[src/rtl/jitter_seed_sequencer_pkg.sv]
// Shared constants and seed packing for the jitter PRNG front end.
package jitter_seed_sequencer_pkg;
  localparam int SEED_W    = 20;
  localparam int JIT_W     = 3;
  localparam int FRAME_LSB = 12;
  localparam int Y_LSB     = 6;
  localparam int X_LSB     = 0;

  function automatic logic [SEED_W-1:0] pack_seed(input logic [7:0] frame,
                                                   input logic [5:0] y,
                                                   input logic [5:0] x);
    logic [SEED_W-1:0] s;
    s = '0;
    s[FRAME_LSB +: 8] = frame;
    s[Y_LSB +: 6]     = y;
    s[X_LSB +: 6]     = x;
    return s;
  endfunction
endpackage

[src/rtl/jitter_seed_sequencer_strobe_divider.sv]
// Free-running period counter; strobe decoded from the count register only.
module jitter_seed_sequencer_strobe_divider #(
  parameter int PERIOD = 8
) (
  input  logic clk,
  input  logic rst_n,
  output logic stb
);
  localparam logic [7:0] LAST = 8'(PERIOD - 1);

  logic [7:0] cnt;

  always_ff @(posedge clk) begin
    if (!rst_n)           cnt <= 8'd0;
    else if (cnt == LAST) cnt <= 8'd0;
    else                  cnt <= cnt + 8'd1;
  end

  assign stb = (cnt == LAST);
endmodule

[src/rtl/jitter_seed_sequencer.sv]
// Packs jitter requests into PRNG seeds, strobes the PRNG at a fixed period
// and pairs each PRNG result with the tag of the request that produced it.
module jitter_seed_sequencer
  import jitter_seed_sequencer_pkg::*;
#(
  parameter int PERIOD = 8,
  parameter int TAG_W  = 12
) (
  input  logic              clk,
  input  logic              rst_n,
  input  logic              req_valid,
  output logic              req_ready,
  input  logic [5:0]        req_x,
  input  logic [5:0]        req_y,
  input  logic [7:0]        req_frame,
  input  logic [TAG_W-1:0]  req_tag,
  output logic [SEED_W-1:0] prng_inp,
  output logic              prng_stb,
  input  logic [JIT_W-1:0]  prng_out,
  output logic              res_valid,
  output logic [TAG_W-1:0]  res_tag,
  output logic [JIT_W-1:0]  res_jitter
);
  logic              stb, stb_d, accept;
  logic              hold_v, fly_v, pend_v;
  logic [SEED_W-1:0] hold_seed;
  logic [TAG_W-1:0]  hold_tag, fly_tag, pend_tag;

  jitter_seed_sequencer_strobe_divider #(.PERIOD(PERIOD)) u_div (
    .clk   (clk),
    .rst_n (rst_n),
    .stb   (stb)
  );

  assign accept    = req_valid && req_ready;
  assign req_ready = !hold_v;
  assign prng_stb  = stb;
  assign prng_inp  = hold_v ? hold_seed : '0;

  // An accept can only happen with hold empty, so in a strobe cycle it is
  // loaded for the next strobe rather than being swept into this one.
  always_ff @(posedge clk) begin
    if (!rst_n) begin
      hold_v    <= 1'b0;
      hold_seed <= '0;
      hold_tag  <= '0;
    end else if (accept) begin
      hold_v    <= 1'b1;
      hold_seed <= pack_seed(req_frame, req_y, req_x);
      hold_tag  <= req_tag;
    end else if (stb) begin
      hold_v    <= 1'b0;
    end
  end

  always_ff @(posedge clk) begin
    if (!rst_n) begin
      stb_d    <= 1'b0;
      fly_v    <= 1'b0;
      fly_tag  <= '0;
      pend_v   <= 1'b0;
      pend_tag <= '0;
    end else begin
      stb_d <= stb;
      if (stb) begin
        fly_v    <= hold_v;
        fly_tag  <= hold_tag;
        pend_v   <= fly_v;
        pend_tag <= fly_tag;
      end else if (stb_d) begin
        pend_v   <= 1'b0;
      end
    end
  end

  // prng_out carries the previous strobe's result only in the cycle after a strobe.
  always_ff @(posedge clk) begin
    if (!rst_n) begin
      res_valid  <= 1'b0;
      res_tag    <= '0;
      res_jitter <= '0;
    end else begin
      res_valid <= stb_d && pend_v;
      if (stb_d && pend_v) begin
        res_tag    <= pend_tag;
        res_jitter <= prng_out;
      end
    end
  end
endmodule

[config.mk]
export PLATFORM = sky130hd
export DESIGN_NAME = jitter_seed_sequencer
export DESIGN_NICKNAME = d
export VERILOG_FILES = /design/src/rtl/jitter_seed_sequencer_pkg.sv /design/src/rtl/jitter_seed_sequencer_strobe_divider.sv /design/src/rtl/jitter_seed_sequencer.sv
export SDC_FILE = /design/constraint.sdc
export NUM_CORES = 1
export LEC_CHECK = 0
export BUFFER_PORTS_ARGS = -buffer_cell sky130_fd_sc_hd__clkbuf_2
export CAP_MARGIN = 20
export CORE_ASPECT_RATIO = 1.1
export CORE_MARGIN = 2
export CORE_UTILIZATION = 54
export CTS_CLUSTER_DIAMETER = 50
export CTS_CLUSTER_SIZE = 40
export DETAILED_ROUTE_END_ITERATION = 7
export PLACE_DENSITY_LB_ADDON = 0.12
export SLEW_MARGIN = 20
export SYNTH_ARGS = -nofsm -noshare
export SYNTH_HDL_FRONTEND = slang
export SYNTH_HIERARCHICAL = 1
export SYNTH_SLANG_ARGS = --single-unit
[constraint.sdc]
create_clock -name clk -period 2.37 [get_ports clk]
set_clock_uncertainty 0.2 [all_clocks]
set_input_delay 0.237 -clock clk [delete_from_list [all_inputs] [get_ports clk]]
set_output_delay 0.237 -clock clk [all_outputs]
set_load 0.1 [all_outputs]
-- Yosys cells after proc, flatten, opt, wreduce, memory -nomap -nowiden
Index checks and enable logic that the tools add are counted.
- input port bits: 38
- flip-flop bits (word level): 84
- output and inout bits: 38
- reductions and logical operators: 6
- bitwise operators: 1
- add/subtract/negate cells: 1
- equal/unequal tests: 1
- multiplexer cells: 5
- operators with widths (operator ; count):
    2-to-1 mux 20 bit ; 1
    adder 8 x 1 -> 8 bit (second input constant) ; 1
    equality test 8 x 3 -> 1 bit (second input constant) ; 1
    2-to-1 mux 1 bit ; 4
    nonzero test 2 bit ; 2
    logical AND 1 bit ; 2
    OR reduction 2 bit ; 1
    logical NOT 1 bit ; 1
    NOT 1 bit ; 1

-- Longest topological paths before layout
- depth in word-level cells: 3
- depth in mapped cells: 7
- depth with buffers taken out: 5

-- Hierarchy
Netlist, hierarchy kept.
- modules (own cells, without submodules) (module ; times used ; area each (um^2) ; cells an instance ; sequential area each (um^2)):
    jitter_seed_sequencer ; 1 ; 3098.0 ; 324 ; 1521.5
    jitter_seed_sequencer_strobe_divider ; 1 ; 349.1 ; 39 ; 160.2

-- Least setup slack after synthesis
No wires, ideal clock.
- path kind: register to register
- from: reg u_div.cnt[0]
- to: reg fly_tag[10]
- setup slack: -9 ps
- arrival: 2063 ps
- stages on the path, launching flop included: 8
- period minus slack after synthesis: 2379 ps
- data required time: 2054 ps
- cells stage by stage: dfxtp_1 ha_1 nor4b_1 and3_2 buf_4 buf_6 mux2i_1 nor2b_1
- cells in the longest elaborated chain, start to end: 1
- ends and longest elaborated chain (item ; RTL line ; RTL):
    start: declaration ; jitter_seed_sequencer_strobe_divider.sv:11 ; logic [7:0] cnt;
    start signal: assignment ; jitter_seed_sequencer_strobe_divider.sv:16 ; else cnt <= cnt + 8'd1;
    equality test 8 x 3 -> 1 bit ; jitter_seed_sequencer_strobe_divider.sv:19 ; assign stb = (cnt == LAST);
    via prng_stb ; jitter_seed_sequencer.sv:18 ; output logic prng_stb,
    end signal: assignment ; jitter_seed_sequencer.sv:67 ; fly_tag <= hold_tag;
    end: declaration ; jitter_seed_sequencer.sv:27 ; logic [TAG_W-1:0] hold_tag, fly_tag, pend_tag;
The timed path passes the listed nets, and every way through them passes these cells.
A chain may end at the register's enable or synchronous reset.

-- Final worst setup path
- from: reg u_div.cnt[0]
- to: out prng_stb
- cells in the longest elaborated chain, start to end: 1
- ends and longest elaborated chain (item ; RTL line):
    equality test 8 x 3 -> 1 bit ; jitter_seed_sequencer_strobe_divider.sv:19
    end: declaration ; jitter_seed_sequencer.sv:18
Every way passes these cells.

==> impl_metrics.env <==
export IMPL_num_vias=2744
export IMPL_peakVddDrop_v=0.0003961
export IMPL_grt_util_met1_pct=25.68
export IMPL_drc=0
export IMPL_final_nets=507
export IMPL_yosys_warnings=6
export IMPL_dr_first_iter_drc_count=96
export IMPL_yosysUniqueCellTypes=30
export IMPL_gr_total_overflow=0
export IMPL_p_int_mw=2.295
export IMPL_drive_above_1_share_pct=22.46
export IMPL_grt_setup_unrepaired="false"
export IMPL_dpl_worst_slack_ns=0.2183
export IMPL_p_leak_nw=1.851
export IMPL_busiest_layer="met2"
export IMPL_finalInstanceArea_um2=4453
export IMPL_grt_pass1_wl_um=11850
export IMPL_syn_nets=403
export IMPL_dp_cells=499
export IMPL_cp_required_ns=1.93
export IMPL_setup_violations=0
export IMPL_maxCapViolCount=0
export IMPL_min_path_cells=3
export IMPL_tightest_slew_ns=0.5557
export IMPL_clockPowerShare_pct=40.0
export IMPL_ios=76
export IMPL_first_pass_iters=4
export IMPL_fp_dieW_um=80.18
export IMPL_die_h_um=87.80
export IMPL_post_route_period_util_pct=94.55
export IMPL_rows=30
export IMPL_synth_seq_cells=84
export IMPL_worst_hold_slack_ns=0.1677
export IMPL_cts_root_buffer="clkbuf_8"
export IMPL_cts_resized=0
export IMPL_placed_cell_area_um2=3849
export IMPL_use_met2_pct=37.35
export IMPL_crit_chain="ha_1 > nor4b_1 > and3_4 > buf_12"
export IMPL_crit_fanout=4
export IMPL_hp_class="in -> reg"
export IMPL_finalPower_mw=3.028
export IMPL_io_buffers=75
export IMPL_utilization_pct=72.34
export IMPL_worstPathArrival_ns=1.80
export IMPL_relSlewSlack_pct=63.11
export IMPL_whs_endpoint="hold_seed[0]$_SDFFE_PN0P_"
export IMPL_antenna_left=0
export IMPL_routabilityCongestion=0.8257
export IMPL_antenna_found_initial=0
export IMPL_num_antenna_cells=0
export IMPL_syn_inst=363
export IMPL_cp_slowest_stage_delay_ns=0.42
export IMPL_initial_utilization_pct=56.00
export IMPL_p_per_area_nw_per_um2=679.9
export IMPL_seqPwrFrac_pct=48.9
export IMPL_synthToLayoutAreaGrowth_pct=29.18
export IMPL_clk_path_buf_depth=2
export IMPL_htreeDepth=3
export IMPL_insertion_delay_ns=0.35
export IMPL_cts_buffers_inserted=9
export IMPL_syn_avg_cell_area_um2=9.496
export IMPL_power_switching_uw=732.8
export IMPL_clk_pin_slew_ns=0.08
export IMPL_yosysSeqAreaShare_pct=48.78
export IMPL_period_needed_ns=2.241
export IMPL_vias_per_cell=4.971
export IMPL_wl_per_cell_um=12.67
export IMPL_layout_cells_non_filler=552
export IMPL_dp_hpwl_um=4340
export IMPL_netlist_area_um2=3447
export IMPL_setup_tns_final_ns=0
export IMPL_hold_violations=0
export IMPL_regToRegEndpoint="fly_tag[1]$_SDFFE_PN0P_"
export IMPL_worst_r2r_startpoint="u_div/cnt[0]$_SDFF_PP0_"
export IMPL_grt_use_met3_pct=3.608
export IMPL_grt_pass1_vias=2641
export IMPL_dieArea_um2=7039
export IMPL_core_um2=6156
export IMPL_cp_start_kind="flip-flop"
export IMPL_ff2ff_setup_slack_ns=0.17
export IMPL_ff2ff_path_depth=7
export IMPL_end_kind="primary output"
export IMPL_holdCritStartpoint="rst_n"
export IMPL_cts_tree="yes"
export IMPL_critical_path_class="reg -> out"
export IMPL_setup_slack_ns=0.1292
export IMPL_wl_um=6993
export IMPL_grt_max_degree=56
export IMPL_clock_sinks=84
export IMPL_status="finished clean"
export IMPL_p_comb_share_pct=11.2
export IMPL_fmax_mhz=446.3
export IMPL_grt_total_usage_pct=21.30
export IMPL_switching_share_pct=24.20
export IMPL_slew_violations=0
export IMPL_slowest_stage="dfxtp_1"
-- Yosys cell counts --
cell type / number / area [µm²]
a21oi_1: 3 / 15.01
a31o_1: 1 / 8.760
a31o_2: 1 / 8.760
and2_1: 21 / 131.4
and2_4: 1 / 8.760
and3_1: 1 / 6.260
and3_2: 1 / 7.510
buf_2: 12 / 60.06
buf_4: 5 / 37.54
buf_6: 3 / 33.78
buf_8: 3 / 45.04
clkbuf_1: 5 / 18.77
dfxtp_1: 84 / 1682
ha_1: 2 / 25.02
inv_1: 3 / 11.26
mux2i_1: 57 / 570.6
nand2_1: 81 / 304.0
nand3_1: 2 / 10.01
nand3_2: 1 / 10.01
nand4_1: 16 / 100.1
nor2_1: 6 / 22.52
nor2b_1: 27 / 168.9
nor4b_1: 1 / 8.760
nor4bb_1: 1 / 10.01
o21a_1: 1 / 7.510
o21ai_0: 8 / 40.04
o21ai_1: 10 / 50.05
or3_1: 3 / 18.77
xnor2_1: 1 / 8.760
xor2_1: 2 / 17.52
-- power by group through the flow --
| stage | clock, mW | combinational, mW | sequential [mW] |
|---|---|---|---|
| floorplan | 0 | 0.237 | 1.51 |
| global placement | 0 | 0.286 | 1.51 |
| detailed placement | 0 | 0.292 | 1.51 |
| CTS | 1.23 | 0.338 | 1.48 |
| global route | 1.30 | 0.366 | 1.49 |
| finish | 1.21 | 0.339 | 1.48 |
-- critical path, delay by kind of cell, from the launching register on --
kind / cells / cell delay, ns
fa+ha+maj: 1 / 0.22
buf+inv: 1 / 0.17
simple gates: 2 / 0.63
flops: 1 / 0.42
-- cells in the final DEF (no fill, tap or decap), types with 2 or more instances in the layout --
master	instances
xor2_1	2
nor2_1	6
dfxtp_1	84
nand2_1	81
nand4_1	16
or3_1	3
a21oi_1	3
clkbuf_2	73
clkbuf_8	9
dlygate4sd3_1	35
buf_12	3
buf_4	10
bufinv_16	3
and2_1	21
ha_1	2
mux2i_1	57
nand3_1	2
o21ai_1	10
inv_1	3
o21ai_0	8
nor2b_1	26
-- layer usage --
metal / vias up / routed length (µm) / part of all wire, %
met5: - / 0 / 0
met4: 0 / 133 / 1.9
met3: 12 / 289 / 4.1
met2: 70 / 3434 / 49
met1: 1256 / 3136 / 45
li1: 1406 / - / -
-- worst max-delay path by stage --
stage / to / startpoint / slack, ns / cells after the start
after floorplan: fly_tag[10]$_SDFFE_PN0P_ / u_div/cnt[0]$_SDFF_PP0_ / 0.13 / 7
after global placement: pend_v$_SDFFE_PN0P_ / u_div/cnt[0]$_SDFF_PP0_ / 0.32 / 6
after detailed placement: pend_tag[4]$_SDFFE_PN0P_ / u_div/cnt[0]$_SDFF_PP0_ / 0.22 / 6
after CTS: prng_stb / u_div/cnt[0]$_SDFF_PP0_ / 0.15 / 4
after global routing: fly_tag[1]$_SDFFE_PN0P_ / u_div/cnt[0]$_SDFF_PP0_ / 0.02 / 7
final: prng_stb / u_div/cnt[0]$_SDFF_PP0_ / 0.13 / 4
-- cell families after synthesis --
kind of cell / share of synthesized area, %
adders and majority gates: 0.7258
DFF: 48.78
muxes: 16.55
buffers and inverters: 5.989
and+or+nand+nor: 23.41
xor gates and xnor gates: 0.7624
AOI/OAI and AO/OA: 3.775
-- flip-flops by register name (all words and copies together), names as in the netlist --
signal      cells
res_jitter      3
res_valid       1
hold_tag       12
fly_tag        12
hold_seed      20
res_tag        12
hold_v          1
pend_tag       12
u_div/cnt       8
fly_v           1
stb_d           1
pend_v          1
-- repair_timing --
item / CTS / global route
hold buffers: 35 / 0
endpoints found under the hold margin: 35 / 0
setup endpoints to repair: 1 / 0
buffers inserted: 2 / 0
-- area by class of cell --
class	count	area (µm²)
fillers	468	1703
flip-flops and latches	84	1682
multi-input cells	248	1570
repair buffers	121	850.8
clock buffers	10	127.6
clock inverters	6	111.4
well taps	80	100.1
inverters	3	11.26
Power figures use the tool's default switching activity.
